`src/rtl/rv32ima_pkg.sv`:
```
// Shared types and defaults for the rv32ima memory subsystem.
// Holds the arbiter FSM states, grant encoding and default timeout depth.
package rv32ima_pkg;

  typedef enum logic [1:0] {ARB_IDLE, ARB_BUSY, ARB_DONE} arb_state_t;
  typedef enum logic {GNT_I, GNT_D} arb_grant_t;

  localparam int ARB_MAX_WAIT_DEF = 16;

  function automatic arb_grant_t arb_other(input arb_grant_t g);
    return (g == GNT_I) ? GNT_D : GNT_I;
  endfunction

endpackage

```
`src/rtl/rr_arbiter2.sv`:
```
// Combinational two-way round-robin grant between instruction fetch and data requests.
// A tie goes to whichever requester was not granted last.
module rr_arbiter2
  import rv32ima_pkg::*;
(
  input  logic       req_i,
  input  logic       req_d,
  input  arb_grant_t last_grant,
  output logic       gnt_valid,
  output arb_grant_t gnt
);

  always_comb begin
    gnt_valid = req_i | req_d;
    if (req_i && req_d) begin
      gnt = arb_other(last_grant);
    end else if (req_d) begin
      gnt = GNT_D;
    end else begin
      gnt = GNT_I;
    end
  end

endmodule

```
`src/rtl/mem_bus_arbiter.sv`:
```
// Shares the single RAM port between the I-fetch and D-memory requesters.
// One access at a time: latch at grant, hold until ram_ready or timeout, ack for one cycle.
module mem_bus_arbiter
  import rv32ima_pkg::*;
#(
  parameter int ADDR_W   = 32,
  parameter int DATA_W   = 32,
  parameter int MAX_WAIT = ARB_MAX_WAIT_DEF
) (
  input  logic              clk,
  input  logic              nrst,
  input  logic              i_req,
  input  logic [ADDR_W-1:0] i_addr,
  output logic [DATA_W-1:0] i_rdata,
  output logic              i_ready,
  input  logic              d_ren,
  input  logic              d_wen,
  input  logic [ADDR_W-1:0] d_addr,
  input  logic [DATA_W-1:0] d_wdata,
  input  logic [3:0]        d_strb,
  output logic [DATA_W-1:0] d_rdata,
  output logic              d_ready,
  output logic              err,
  output logic              ram_ren,
  output logic              ram_wen,
  output logic [ADDR_W-1:0] ram_addr,
  output logic [DATA_W-1:0] ram_store,
  output logic [3:0]        ram_strb,
  input  logic [DATA_W-1:0] ram_load,
  input  logic              ram_ready
);

  localparam int CNT_W = (MAX_WAIT > 0) ? $clog2(MAX_WAIT + 1) : 1;
  localparam logic [CNT_W-1:0] CNT_MAX    = '1;
  localparam logic [CNT_W-1:0] TIMEOUT_AT = CNT_W'((MAX_WAIT > 0) ? MAX_WAIT - 1 : 0);
  localparam bit TIMEOUT_EN = (MAX_WAIT != 0);

  arb_state_t       state_q, state_d;
  arb_grant_t       last_q, last_d;
  arb_grant_t       owner_q, owner_d;
  logic             op_wen_q, op_wen_d;
  logic [CNT_W-1:0] cnt_q, cnt_d;

  logic              ram_ren_d, ram_wen_d;
  logic [ADDR_W-1:0] ram_addr_d;
  logic [DATA_W-1:0] ram_store_d;
  logic [3:0]        ram_strb_d;
  logic [DATA_W-1:0] i_rdata_d, d_rdata_d;
  logic              i_ready_d, d_ready_d, err_d;

  logic       d_req, gnt_valid, timeout;
  arb_grant_t gnt;

  assign d_req   = d_ren | d_wen;
  assign timeout = TIMEOUT_EN && (cnt_q == TIMEOUT_AT);

  rr_arbiter2 u_rr (
    .req_i      (i_req),
    .req_d      (d_req),
    .last_grant (last_q),
    .gnt_valid  (gnt_valid),
    .gnt        (gnt)
  );

  always_comb begin
    // NOTE: every variable gets a default first, so no path can leave one unassigned and infer a latch.
    state_d     = state_q;
    last_d      = last_q;
    owner_d     = owner_q;
    op_wen_d    = op_wen_q;
    cnt_d       = cnt_q;
    ram_ren_d   = 1'b0;
    ram_wen_d   = 1'b0;
    ram_addr_d  = ram_addr;
    ram_store_d = ram_store;
    ram_strb_d  = ram_strb;
    i_rdata_d   = i_rdata;
    d_rdata_d   = d_rdata;
    i_ready_d   = 1'b0;
    d_ready_d   = 1'b0;
    err_d       = 1'b0;

    case (state_q)
      ARB_IDLE: begin
        if (gnt_valid) begin
          state_d = ARB_BUSY;
          last_d  = gnt;
          owner_d = gnt;
          cnt_d   = '0;
          if (gnt == GNT_D) begin
            op_wen_d    = d_wen;
            ram_addr_d  = d_addr;
            ram_store_d = d_wdata;
            ram_strb_d  = d_strb;
          end else begin
            op_wen_d   = 1'b0;
            ram_addr_d = i_addr;
            ram_strb_d = 4'hF;
          end
          ram_ren_d = ~op_wen_d;
          ram_wen_d = op_wen_d;
        end
      end
      ARB_BUSY: begin
        if (ram_ready || timeout) begin
          state_d = ARB_DONE;
          err_d   = ~ram_ready;
          // A timed-out access returns zero; a completed write leaves rdata alone.
          if (owner_q == GNT_I) begin
            i_ready_d = 1'b1;
            i_rdata_d = ram_ready ? ram_load : '0;
          end else begin
            d_ready_d = 1'b1;
            if (!ram_ready) begin
              d_rdata_d = '0;
            end else if (!op_wen_q) begin
              d_rdata_d = ram_load;
            end
          end
        end else begin
          ram_ren_d = ~op_wen_q;
          ram_wen_d = op_wen_q;
          if (cnt_q != CNT_MAX) begin
            cnt_d = cnt_q + CNT_W'(1);
          end
        end
      end
      ARB_DONE: state_d = ARB_IDLE;
      default:  state_d = ARB_IDLE;
    endcase
  end

  // NOTE: sequential state uses non-blocking assignments so every register samples pre-edge values.
  always_ff @(posedge clk or negedge nrst) begin
    if (!nrst) begin
      state_q   <= ARB_IDLE;
      last_q    <= GNT_I;
      owner_q   <= GNT_I;
      op_wen_q  <= 1'b0;
      cnt_q     <= '0;
      ram_ren   <= 1'b0;
      ram_wen   <= 1'b0;
      ram_addr  <= '0;
      ram_store <= '0;
      ram_strb  <= '0;
      i_rdata   <= '0;
      d_rdata   <= '0;
      i_ready   <= 1'b0;
      d_ready   <= 1'b0;
      err       <= 1'b0;
    end else begin
      state_q   <= state_d;
      last_q    <= last_d;
      owner_q   <= owner_d;
      op_wen_q  <= op_wen_d;
      cnt_q     <= cnt_d;
      ram_ren   <= ram_ren_d;
      ram_wen   <= ram_wen_d;
      ram_addr  <= ram_addr_d;
      ram_store <= ram_store_d;
      ram_strb  <= ram_strb_d;
      i_rdata   <= i_rdata_d;
      d_rdata   <= d_rdata_d;
      i_ready   <= i_ready_d;
      d_ready   <= d_ready_d;
      err       <= err_d;
    end
  end

endmodule

```
`config.mk`:
```
export PLATFORM = sky130hd
export DESIGN_NAME = mem_bus_arbiter
export DESIGN_NICKNAME = d
export VERILOG_FILES = /design/src/rtl/rv32ima_pkg.sv /design/src/rtl/rr_arbiter2.sv /design/src/rtl/mem_bus_arbiter.sv
export SDC_FILE = /design/constraint.sdc
export NUM_CORES = 1
export LEC_CHECK = 0
export BUFFER_PORTS_ARGS = -buffer_cell sky130_fd_sc_hd__clkbuf_2
export CAP_MARGIN = 20
export CORE_MARGIN = 5
export CORE_UTILIZATION = 51
export CTS_CLUSTER_DIAMETER = 60
export DETAILED_ROUTE_END_ITERATION = 12
export PLACE_DENSITY = 0.92
export SLEW_MARGIN = 20
export SYNTH_ARGS = -nofsm -noshare
export SYNTH_HDL_FRONTEND = slang
export SYNTH_HIERARCHICAL = 1
export SYNTH_SLANG_ARGS = --single-unit
```
`constraint.sdc`:
```
create_clock -name clk -period 4.39 [get_ports clk]
set_input_delay 0.878 -clock clk [delete_from_list [all_inputs] [get_ports clk]]
set_output_delay 0.878 -clock clk [all_outputs]
set_load 0.05 [all_outputs]
```
==> implementation parameters, run 1 <==
Parameter                              Value

Status
  Outcome    finished, final reports clean

Die
  Effective utilization at floorplan    0.526
  DIE WIDTH    119 um
  Count of boundary I/O pins    ~280
  Core area    about 12000 um2
  Die Ht    ~120 um
  DIE AREA    14200 um2
  # rows    39

Power
  Power per standard cell area    between 900 and 1000 nW/um2
  Leakage Power    roughly 4.3 nW
  Peak supply drop    0.469 mV

Yosys
  Syn_area_per_cell    approximately 13 um2
  Number of library cell types mapped by synthesis    38
  Flip-flop and latch count after synthesis    around 150
  Synth Net Count    597
  Number of instances in the synthesized netlist    approximately 460
  Count of synthesis-stage warnings from yosys    6
  Synthesized area    slightly above 6000 um2
  Sequential-to-total area share from yosys stat    0.601
  Predominant post-synthesis flop cell    sky130_fd_sc_hd__dfrtp_1
  Post-synthesis async set-or-reset flop share    1.00
  Post-synth EDFFs    0

Final layout
  Commonest non-fill, non-tap cells in the layout    273 x sky130_fd_sc_hd__clkbuf_2, 146 x sky130_fd_sc_hd__dfrtp_1, 88 x sky130_fd_sc_hd__mux2_2
  Fillers    801
  Fraction of layout instances using a drive strength above 1    0.541
  Most common cell after layout, fill and taps aside    sky130_fd_sc_hd__clkbuf_2
  Number of diodes added for antenna fixing    0
  Total non-filler cell area in the finished layout    between 8000 and 9000 um2
  Area grow syn2layout    33.5%
  Count of nets after finishing    about 870

Hold path
  Hold Path Stages    2
  Hold WC Path Type    reg2reg
  Worst Hold Launch    ram_addr[9]
  Worst hold path endpoint    ram_addr[9]

Critical path
  Crit Reg-Reg Startpoint    cnt_q[0]
  Sort of element at the end of the critical path    register
  R2r worst-path depth    7
  CP Data Required Time    roughly 4.7 ns
  Startpoint type of the worst setup path    input port
  Maximum fanout along the worst path    38
  Register-to-Register Setup Slack    approximately 1.8 ns
  Worst flop-to-flop path endpoint    i_rdata[17]
  Type of the worst setup path    in2reg
  Endpoint arrival time on the critical path    a little under 3 ns

Timing
  Highest achievable clock rate    roughly 0.38 GHz
  Post-route worst hold slack    slightly below 0.5 ns
  Total count of hold-check failures in the final report    0
  Count of final max-slew check failures    0
  Final worst slack    around 1.8 ns
  Setup_tns    0 ns
  Slew at the pin closest to its max-slew limit    around 0.79 ns
  Part of the cycle the worst path needs    0.597
  Clock period minus final worst setup slack    2.62 ns
  Setup Skew    approximately 0.0046 ns
  Slew HR    0.476
  Count of endpoints failing setup in the final report    0
  Unrepaired setup endpoints after global routing    false

Global routing
  Largest net degree at the start of global routing    90
  Number of global-route vias before repair    5053
  Initial antenna violation count    0
  GRT Total Usage    0.217
  Wire length of the first global-routing pass    approximately 25000 um
  Total congestion overflow    0

Drt
  Via/cell ratio    about 5.2
  ANT nets after route    0
  Number of search-and-repair iterations in the first detailed-routing pass    4
  Final routed wire length divided by cell count    approximately 17 um
  DR vias    ~4600
  Residual DRC    0
  DR iter-0 viols    between 200 and 300
  Routed wire length    roughly 15000 um

Place
  Routability-driven placement congestion ratio    slightly below 0.9
  Worst setup slack after placement    between 1 and 1.5 ns
  Post-detail-place hpwl    approximately 11000 um
  Buffers added on ports    between 200 and 300
  Post-detailed-placement cell area    around 7500 um2

Clocking
  PostCTS Resize Cnt    0
  Clock insertion delay at the later pin of the skew report    around 0.40 ns
  Hold bufs inserted after CTS    0
  Buffers from clock root to sink, at most    2
  Number of sinks on the clock net    146
  Deepest level of the CTS H-tree    4
  Setup bufs post-CTS    0
  Clock tree from TritonCTS    done
  Buffer type at the clock tree root    sky130_fd_sc_hd__clkbuf_16
  Inserted Clock Buffers    17
  Clk slew on worst S/H paths    ~0.060 ns

Flow run
  Maximum capacitance violations    0
[cell type report]
cell class	count	area, um2	share of cell area
multi-input combinational	278	2280	0.280
clock inverter	3	42.5	0.00524
clock buffer	29	531	0.0653
inverter	4	15.0	0.00185
timing repair buffer	280	1420	0.175
sequential	146	3650	0.450
tap	143	179	0.0220
[logic make-up (layout without fill, tap and decap cells)]
kind of cell / count (synthesis) / after routing / synth area share
buffers and inverters: 32 / 316 / 0.0276
flip-flops: 146 / 146 / 0.601
multiplexers: 129 / 129 / 0.232
AND/OR/NAND/NOR: 97 / 97 / 0.0835
AO/OA/AOI/OAI: 49 / 49 / 0.0502
adder cells (fa/ha/maj): 3 / 3 / 0.00617
[metrics by stage]
stage	total power [W]	std cells	util
after CTS	0.00747	883	0.702
after global placement	0.00594	851	0.652
final	0.00740	883	0.702
after detailed placement	0.00606	851	0.652
after floorplan	0.00514	456	-
after global routing	0.00775	883	0.702
[cell usage after synthesis, types with 2 or more instances]
master | n | area, um2
sky130_fd_sc_hd__dfrtp_1 | 146 | 3650
sky130_fd_sc_hd__mux2_2 | 88 | 991
sky130_fd_sc_hd__nand2_1 | 43 | 161
sky130_fd_sc_hd__o21ai_0 | 35 | 175
sky130_fd_sc_hd__and2_1 | 33 | 206
sky130_fd_sc_hd__mux2i_1 | 33 | 330
sky130_fd_sc_hd__buf_2 | 10 | 50.1
sky130_fd_sc_hd__clkbuf_1 | 8 | 30.0
sky130_fd_sc_hd__mux2_1 | 8 | 90.1
sky130_fd_sc_hd__inv_1 | 4 | 15.0
sky130_fd_sc_hd__nand3_1 | 4 | 20.0
sky130_fd_sc_hd__o22a_1 | 4 | 35.0
sky130_fd_sc_hd__buf_1 | 3 | 11.3
sky130_fd_sc_hd__buf_4 | 3 | 22.5
sky130_fd_sc_hd__buf_6 | 3 | 33.8
sky130_fd_sc_hd__ha_1 | 3 | 37.5
sky130_fd_sc_hd__nor3_1 | 3 | 15.0
sky130_fd_sc_hd__nand2b_1 | 2 | 12.5
sky130_fd_sc_hd__nor2_1 | 2 | 7.51
sky130_fd_sc_hd__o211ai_1 | 2 | 15.0
sky130_fd_sc_hd__or4_1 | 2 | 15.0
[state kept, by name (all words and copies together) (netlist names), 2 cells and up]
| register | cells |
|---|---|
| i_rdata | 32 |
| d_rdata | 32 |
| state_q | 2 |
| ram_store | 32 |
| ram_addr | 32 |
| cnt_q | 5 |
| ram_strb | 4 |
[layer usage]
layer,routed length (um),share of wire,up-vias,global-route usage
met5,0,0,-,0
met4,484,0.032,0,0.105
met3,1070,0.070,43,0.0588
li1,-,-,2125,-
met2,8030,0.53,218,0.379
met1,5650,0.37,2203,0.245
[worst max path at each step]
| stage | startpoint | endpoint | slack (ns) |
|---|---|---|---|
| after floorplan | d_wen | ram_store[6] | 1.93 |
| after global routing | ram_ready | i_rdata[5] | 1.60 |
| after global placement | ram_ready | i_rdata[6] | 1.40 |
| final | ram_ready | i_rdata[17] | 1.77 |
| after CTS | ram_ready | i_rdata[16] | 1.72 |
| after detailed placement | ram_ready | i_rdata[1] | 1.30 |
[where the power goes]
group          leakage (nW)  total (W)  internal, W  switching, W
Sequential             1.82    0.00229      0.00193      0.000355
Combinational          2.18    0.00373     0.000968       0.00276
Clock                 0.278    0.00138     0.000871      0.000509
Total                  4.28    0.00740      0.00377       0.00363
[worst max-delay path, stage by stage]
cell and delay [ns]:
sky130_fd_sc_hd__clkbuf_2 0.48, sky130_fd_sc_hd__nor2_1 0.28, sky130_fd_sc_hd__nor3_4 0.46, sky130_fd_sc_hd__buf_4 0.41, sky130_fd_sc_hd__mux2_2 0.38
No activity file was read; power rests on OpenSTA's default activity.
==> inputs of run 2 (changes only) <==
--- a/config.mk
+++ b/config.mk
@@ -8,10 +8,10 @@
 export BUFFER_PORTS_ARGS = -buffer_cell sky130_fd_sc_hd__clkbuf_2
 export CAP_MARGIN = 20
 export CORE_MARGIN = 5
-export CORE_UTILIZATION = 51
+export CORE_UTILIZATION = 47
 export CTS_CLUSTER_DIAMETER = 60
 export DETAILED_ROUTE_END_ITERATION = 12
-export PLACE_DENSITY = 0.92
+export PLACE_DENSITY = 0.86
 export SLEW_MARGIN = 20
 export SYNTH_ARGS = -nofsm -noshare
 export SYNTH_HDL_FRONTEND = slang
==> constraint.sdc (replaced) <==
create_clock -name clk -period 2.5 [get_ports clk]
set_input_delay 0.5 -clock clk [delete_from_list [all_inputs] [get_ports clk]]
set_output_delay 0.5 -clock clk [all_outputs]
set_load 0.05 [all_outputs]
==> implementation parameters, run 2 (synthesis gave the netlist of run 1 again) <==
Parameter                              Value

Die
  Core area    12700 um2 (+9.6%)
  Effective utilization at floorplan    0.480 (-0.0459)
  DIE WIDTH    124 um (+3.8%)
  # rows    41 (+5.1%)
  DIE AREA    15300 um2 (+7.8%)
  Die Ht    124 um (+3.8%)
  Count of boundary I/O pins    275 (unchanged)

Power
  Peak supply drop    0.791 mV (+69%)
  Power per standard cell area    1590 nW/um2 (+74%)
  Final Total Pwr    0.0131 W (+77%)
  Leakage Power    4.32 nW (+1.0%)

Timing
  Highest achievable clock rate    0.430 GHz
  Slew HR    0.623 (+0.146)
  Setup_tns    0 ns (unchanged)
  Total count of hold-check failures in the final report    0 (unchanged)
  Unrepaired setup endpoints after global routing    false
  Post-route worst hold slack    0.0674 ns (-0.413 ns)
  Slew at the pin closest to its max-slew limit    0.566 ns (-0.219 ns)
  Clock period minus final worst setup slack    approximately 2.3 ns
  Setup Skew    0.0164 ns (+0.0118 ns)
  Count of final max-slew check failures    0 (unchanged)
  Count of endpoints failing setup in the final report    0 (unchanged)
  Part of the cycle the worst path needs    0.930

Critical path
  Termination of the worst setup path    i_rdata[13]
  Critical path's top delay family    buffers and inverters
  Sort of element at the end of the critical path    register
  Endpoint arrival time on the critical path    2.61 ns (-0.30 ns)
  Crit Reg-Reg Startpoint    cnt_q[0]
  Timing startpoint of the critical path    cnt_q[0]
  Register-to-Register Setup Slack    0.17 ns (-1.61 ns)
  Number of gates on the worst path with buffers counted    8 (+3)
  CP Data Required Time    2.79 ns (-1.89 ns)
  Startpoint type of the worst setup path    register
  Type of the worst setup path    reg2reg
  Max stage delay cell, worst path    sky130_fd_sc_hd__buf_4
  Worst flop-to-flop path endpoint    i_rdata[13]
  Largest stage delay on the critical path    0.42 ns (-0.06 ns)
  Crit path cell chain    ha_1 -> and3_1 -> ha_1 -> nor2_1 -> buf_4 -> nor3_4 -> buf_4 -> mux2_2
  R2r worst-path depth    8 (+1)
  Buffering stage count on the worst path with inverters included    2 (unchanged)
  Maximum fanout along the worst path    33 (-13%)

Final layout
  Commonest non-fill, non-tap cells in the layout    273 x sky130_fd_sc_hd__clkbuf_2, 146 x sky130_fd_sc_hd__dfrtp_1, 88 x sky130_fd_sc_hd__mux2_2
  Fillers    952 (+19%)
  Fraction of layout instances using a drive strength above 1    0.549 (+0.00858)
  End-of-flow core utilization    0.652 (-0.0502)
  Area grow syn2layout    35.8%
  Total non-filler cell area in the finished layout    8260 um2 (+1.7%)
  Number of diodes added for antenna fixing    0 (unchanged)
  Most common cell after layout, fill and taps aside    sky130_fd_sc_hd__clkbuf_2
  Count of nets after finishing    872 (+0.46%)

Place
  Routability-driven placement congestion ratio    0.788 (-9.0%)
  Post-detailed-placement cell area    7680 um2 (+1.9%)
  Buffers added on ports    274 (unchanged)
  Post-detail-place hpwl    12100 um (+6.1%)

Clocking
  PostCTS Resize Cnt    0 (unchanged)
  Deepest level of the CTS H-tree    4 (unchanged)
  Setup bufs post-CTS    0 (unchanged)
  Buffer type at the clock tree root    sky130_fd_sc_hd__clkbuf_16
  Clock tree from TritonCTS    done
  Buffers from clock root to sink, at most    2 (unchanged)
  Clock insertion delay at the later pin of the skew report    0.41 ns (about the same)
  Number of sinks on the clock net    146 (unchanged)
  Clk slew on worst S/H paths    0.06 ns (about the same)
  Hold bufs inserted after CTS    0 (unchanged)
  Inserted Clock Buffers    17 (unchanged)

Global routing
  Number of global-route vias before repair    4987 (-1.3%)
  Wire length of the first global-routing pass    25000 um (+1.2%)
  Initial antenna violation count    0 (unchanged)
  GRT Total Usage    0.214 (-0.00218)
  Total congestion overflow    0 (unchanged)
  Largest net degree at the start of global routing    69 (-23%)

Hold path
  Hold WC Path Type    in2async

Flow run
  Maximum capacitance violations    0 (unchanged)

Drt
  Via/cell ratio    5.00 (-3.8%)
  ANT nets after route    0 (unchanged)
  Routed wire length    15900 um (+4.6%)
  Residual DRC    0 (unchanged)
  DR vias    4576 (-0.28%)
  DR iter-0 viols    226 (-9.6%)
  Number of search-and-repair iterations in the first detailed-routing pass    4 (unchanged)
  Final routed wire length divided by cell count    17.4 um (+0.97%)

Status
  Outcome    finished, final reports clean
[run 2: cell types whose count changed in the layout (fill, tap and decap cells not counted)]
| cell | before | now |
|---|---|---|
| sky130_fd_sc_hd__clkbuf_8 | 6 | 5 |
| sky130_fd_sc_hd__or3b_2 | 0 | 1 |
| sky130_fd_sc_hd__clkinv_2 | 1 | 3 |
| sky130_fd_sc_hd__clkbuf_1 | 6 | 1 |
| sky130_fd_sc_hd__or3b_4 | 1 | 0 |
| sky130_fd_sc_hd__buf_12 | 0 | 6 |
| sky130_fd_sc_hd__buf_4 | 6 | 4 |
| sky130_fd_sc_hd__clkinvlp_4 | 1 | 3 |
| sky130_fd_sc_hd__inv_6 | 0 | 1 |
[run 2: layer usage]
metal / GRT usage / share of wire / vias up
met5: 0 / 0 / -
met4: 0.0727 / 0.019 / 0
met3: 0.0699 / 0.080 / 19
met2: 0.385 / 0.53 / 210
met1: 0.239 / 0.37 / 2215
li1: - / - / 2132
[run 2: power breakdown]
| part | leakage (nW) | internal (W) | total [W] | switching [W] |
|---|---|---|---|---|
| registers | 1.82 | 0.00339 | 0.00402 | 0.000628 |
| clock network | 0.277 | 0.00149 | 0.00243 | 0.000939 |
| logic | 2.22 | 0.00177 | 0.00665 | 0.00488 |
[run 2: how the worst min path moves through the flow]
stage            startpoint      endpoint  slack (ns)  cells after the start
2_1_floorplan          nrst      cnt_q[0]        0.20                      0
3_3_place_gp   ram_addr[22]  ram_addr[22]        0.46                      2
3_5_place_dp   ram_addr[25]  ram_addr[25]        0.47                      2
4_1_cts                nrst   d_rdata[26]        0.07                      1
5_1_grt                nrst   d_rdata[29]        0.09                      1
6_report               nrst   d_rdata[26]        0.07                      1
[run 2: stage by stage]
stage	std cells	setup WS, ns
6_report	915	0.174
5_1_grt	915	0.0175
4_1_cts	915	0.177
3_5_place_dp	884	0.196
3_3_place_gp	884	0.308
2_1_floorplan	456	0.422
[run 2: layout make-up]
cell class                 count  area (um2)  area share
inverter                       4        15.0     0.00182
sequential                   146        3650       0.442
multi-input combinational    278        2270       0.275
timing repair buffer         284        1530       0.185
tap                          172         215      0.0261
clock inverter                 8        76.3     0.00924
clock buffer                  23         498      0.0603
==> inputs of run 3 (changes only) <==
--- a/config.mk
+++ b/config.mk
@@ -7,10 +7,11 @@
 export LEC_CHECK = 0
 export BUFFER_PORTS_ARGS = -buffer_cell sky130_fd_sc_hd__clkbuf_2
 export CAP_MARGIN = 20
-export CORE_MARGIN = 5
+export CORE_MARGIN = 3
 export CORE_UTILIZATION = 47
 export CTS_CLUSTER_DIAMETER = 60
 export DETAILED_ROUTE_END_ITERATION = 12
+export GPL_ROUTABILITY_DRIVEN = 0
 export PLACE_DENSITY = 0.86
 export SLEW_MARGIN = 20
 export SYNTH_ARGS = -nofsm -noshare
==> implementation parameters, run 3 (synthesis gave the netlist of run 1 again) <==
Parameter                              Value

Status
  Outcome    finished, final reports clean

Power
  Leakage Power    4.33 nW (+0.16%)
  Final Total Pwr    0.0131 W (+0.27%)
  Peak supply drop    0.963 mV (+22%)
  Power per standard cell area    1590 nW/um2 (+0.28%)

Global routing
  Total congestion overflow    0 (unchanged)
  Number of global-route vias before repair    4992 (+0.10%)
  Largest net degree at the start of global routing    69 (unchanged)
  GRT Total Usage    0.211 (-0.00375)
  Wire length of the first global-routing pass    24100 um (-3.7%)
  Initial antenna violation count    0 (unchanged)

Die
  Die Ht    120 um (-3.2%)
  Effective utilization at floorplan    0.494 (+0.0140)
  DIE WIDTH    120 um (-3.2%)
  DIE AREA    14300 um2 (-6.4%)
  Core area    12300 um2 (-2.8%)
  Count of boundary I/O pins    275 (unchanged)
  # rows    40 (-2.4%)

Clocking
  Buffer type at the clock tree root    sky130_fd_sc_hd__clkbuf_16
  Buffers from clock root to sink, at most    2 (unchanged)
  Number of sinks on the clock net    146 (unchanged)
  Setup bufs post-CTS    0 (unchanged)
  PostCTS Resize Cnt    0 (unchanged)
  Clock tree from TritonCTS    done
  Hold bufs inserted after CTS    0 (unchanged)
  Inserted Clock Buffers    17 (unchanged)
  Deepest level of the CTS H-tree    4 (unchanged)
  Clk slew on worst S/H paths    0.06 ns (about the same)
  Clock insertion delay at the later pin of the skew report    0.41 ns (about the same)

Place
  Post-detail-place hpwl    11100 um (-8.0%)
  Buffers added on ports    274 (unchanged)

Critical path
  Max stage delay cell, worst path    sky130_fd_sc_hd__dfrtp_1
  Maximum fanout along the worst path    33 (unchanged)
  Critical path's top delay family    buffers and inverters
  Endpoint arrival time on the critical path    2.62 ns (about the same)
  Largest stage delay on the critical path    0.42 ns (about the same)
  Buffering stage count on the worst path with inverters included    2 (unchanged)
  R2r worst-path depth    8 (unchanged)
  Type of the worst setup path    reg2reg
  CP Data Required Time    2.79 ns (about the same)
  Crit path cell chain    ha_1 -> and3_1 -> ha_1 -> nor2_1 -> buf_4 -> nor3_4 -> buf_4 -> mux2_2
  Sort of element at the end of the critical path    register
  Startpoint type of the worst setup path    register
  Number of gates on the worst path with buffers counted    8 (unchanged)

Drt
  Routed wire length    14800 um (-7.1%)
  ANT nets after route    0 (unchanged)
  Residual DRC    0 (unchanged)
  Final routed wire length divided by cell count    16.3 um (-6.6%)
  DR iter-0 viols    245 (+8.4%)
  Number of search-and-repair iterations in the first detailed-routing pass    5 (+1)
  Via/cell ratio    5.04 (+0.79%)
  DR vias    4587 (+0.24%)

Final layout
  Count of nets after finishing    872 (unchanged)
  Most common cell after layout, fill and taps aside    sky130_fd_sc_hd__clkbuf_2
  Area grow syn2layout    35.7% (about the same)
  Commonest non-fill, non-tap cells in the layout    273 x sky130_fd_sc_hd__clkbuf_2, 146 x sky130_fd_sc_hd__dfrtp_1, 88 x sky130_fd_sc_hd__mux2_2
  Number of diodes added for antenna fixing    0 (unchanged)
  Fraction of layout instances using a drive strength above 1    0.549 (-0.000608)

Timing
  Clock period minus final worst setup slack    2.33 ns (+0.00802 ns)
  Total count of hold-check failures in the final report    0 (unchanged)
  Setup_tns    0 ns (unchanged)
  Unrepaired setup endpoints after global routing    false
  Count of endpoints failing setup in the final report    0 (unchanged)
  Highest achievable clock rate    0.428 GHz (-0.34%)
  Count of final max-slew check failures    0 (unchanged)
  Slew HR    0.603 (-0.0196)
  Slew at the pin closest to its max-slew limit    0.593 ns (+0.0268 ns)
  Setup Skew    0.00555 ns (-0.0109 ns)
  Part of the cycle the worst path needs    0.934 (+0.00321)

Hold path
  Hold WC Path Type    in2async

Flow run
  Maximum capacitance violations    0 (unchanged)
## run 3: cell types whose count changed in the layout (fill, tap and decap cells not counted)
| cell | previous run | this run |
|---|---|---|
| sky130_fd_sc_hd__bufinv_16 | 1 | 3 |
| sky130_fd_sc_hd__clkinv_2 | 3 | 4 |
| sky130_fd_sc_hd__buf_12 | 6 | 5 |
| sky130_fd_sc_hd__clkbuf_8 | 5 | 2 |
| sky130_fd_sc_hd__clkinvlp_4 | 3 | 2 |
| sky130_fd_sc_hd__buf_4 | 4 | 5 |
## run 3: layer usage
metal | vias up | track usage | wire, um
met3 | 34 | 0.0542 | 924
met2 | 207 | 0.382 | 7970
li1 | 2141 | - | -
met1 | 2205 | 0.230 | 5530
met4 | 0 | 0.0966 | 373
met5 | - | 0 | 0
## run 3: per-stage QoR
stage	hold WS [ns]	std cells	area [um2]	worst slack [ns]	utilization
finish	0.0688	910	8260	0.166	0.671
detailed placement	0.474	880	7670	0.0101	0.623
global route	0.111	910	8260	0.0437	0.671
global placement	0.466	880	7670	0.162	0.623
CTS	0.0871	910	8260	0.166	0.671
floorplan	0.204	456	6080	0.422	-
## run 3: layout make-up
| class | instances | area [um2] |
|---|---|---|
| fill | 908 | 4050 |
| sequential | 146 | 3650 |
| multi-input combinational | 278 | 2270 |
| timing repair buffer | 284 | 1520 |
| clock buffer | 20 | 457 |
| tap | 168 | 210 |
| clock inverter | 10 | 134 |
| inverter | 4 | 15.0 |
## run 3: path summary, 6_finish.rpt
| path | slack [ns] | start | end |
|---|---|---|---|
| max | 0.17 | cnt_q[0] | i_rdata[20] |
| min | 0.07 | nrst | d_rdata[27] |
| max reg2reg | 0.17 | cnt_q[0] | i_rdata[20] |
| min reg2reg | 0.48 | ram_addr[16] | ram_addr[16] |
| max in group asynchronous | 1.75 | nrst | ram_store[22] |
| min in group clk | 0.30 | d_strb[3] | ram_strb[3] |
## run 3: power by group
group          internal (W)  leakage [nW]  switching [W]
Sequential          0.00339          1.82       0.000625
Clock               0.00161         0.288       0.000918
Combinational       0.00175          2.22        0.00485
## run 3: worst reg2reg max path, cell delays in order, from the launching register on
cell,delay (ns)
sky130_fd_sc_hd__dfrtp_1,0.42
sky130_fd_sc_hd__ha_1,0.22
sky130_fd_sc_hd__and3_1,0.20
sky130_fd_sc_hd__ha_1,0.23
sky130_fd_sc_hd__nor2_1,0.05
sky130_fd_sc_hd__buf_4,0.16
sky130_fd_sc_hd__nor3_4,0.10
sky130_fd_sc_hd__buf_4,0.41
sky130_fd_sc_hd__mux2_2,0.42
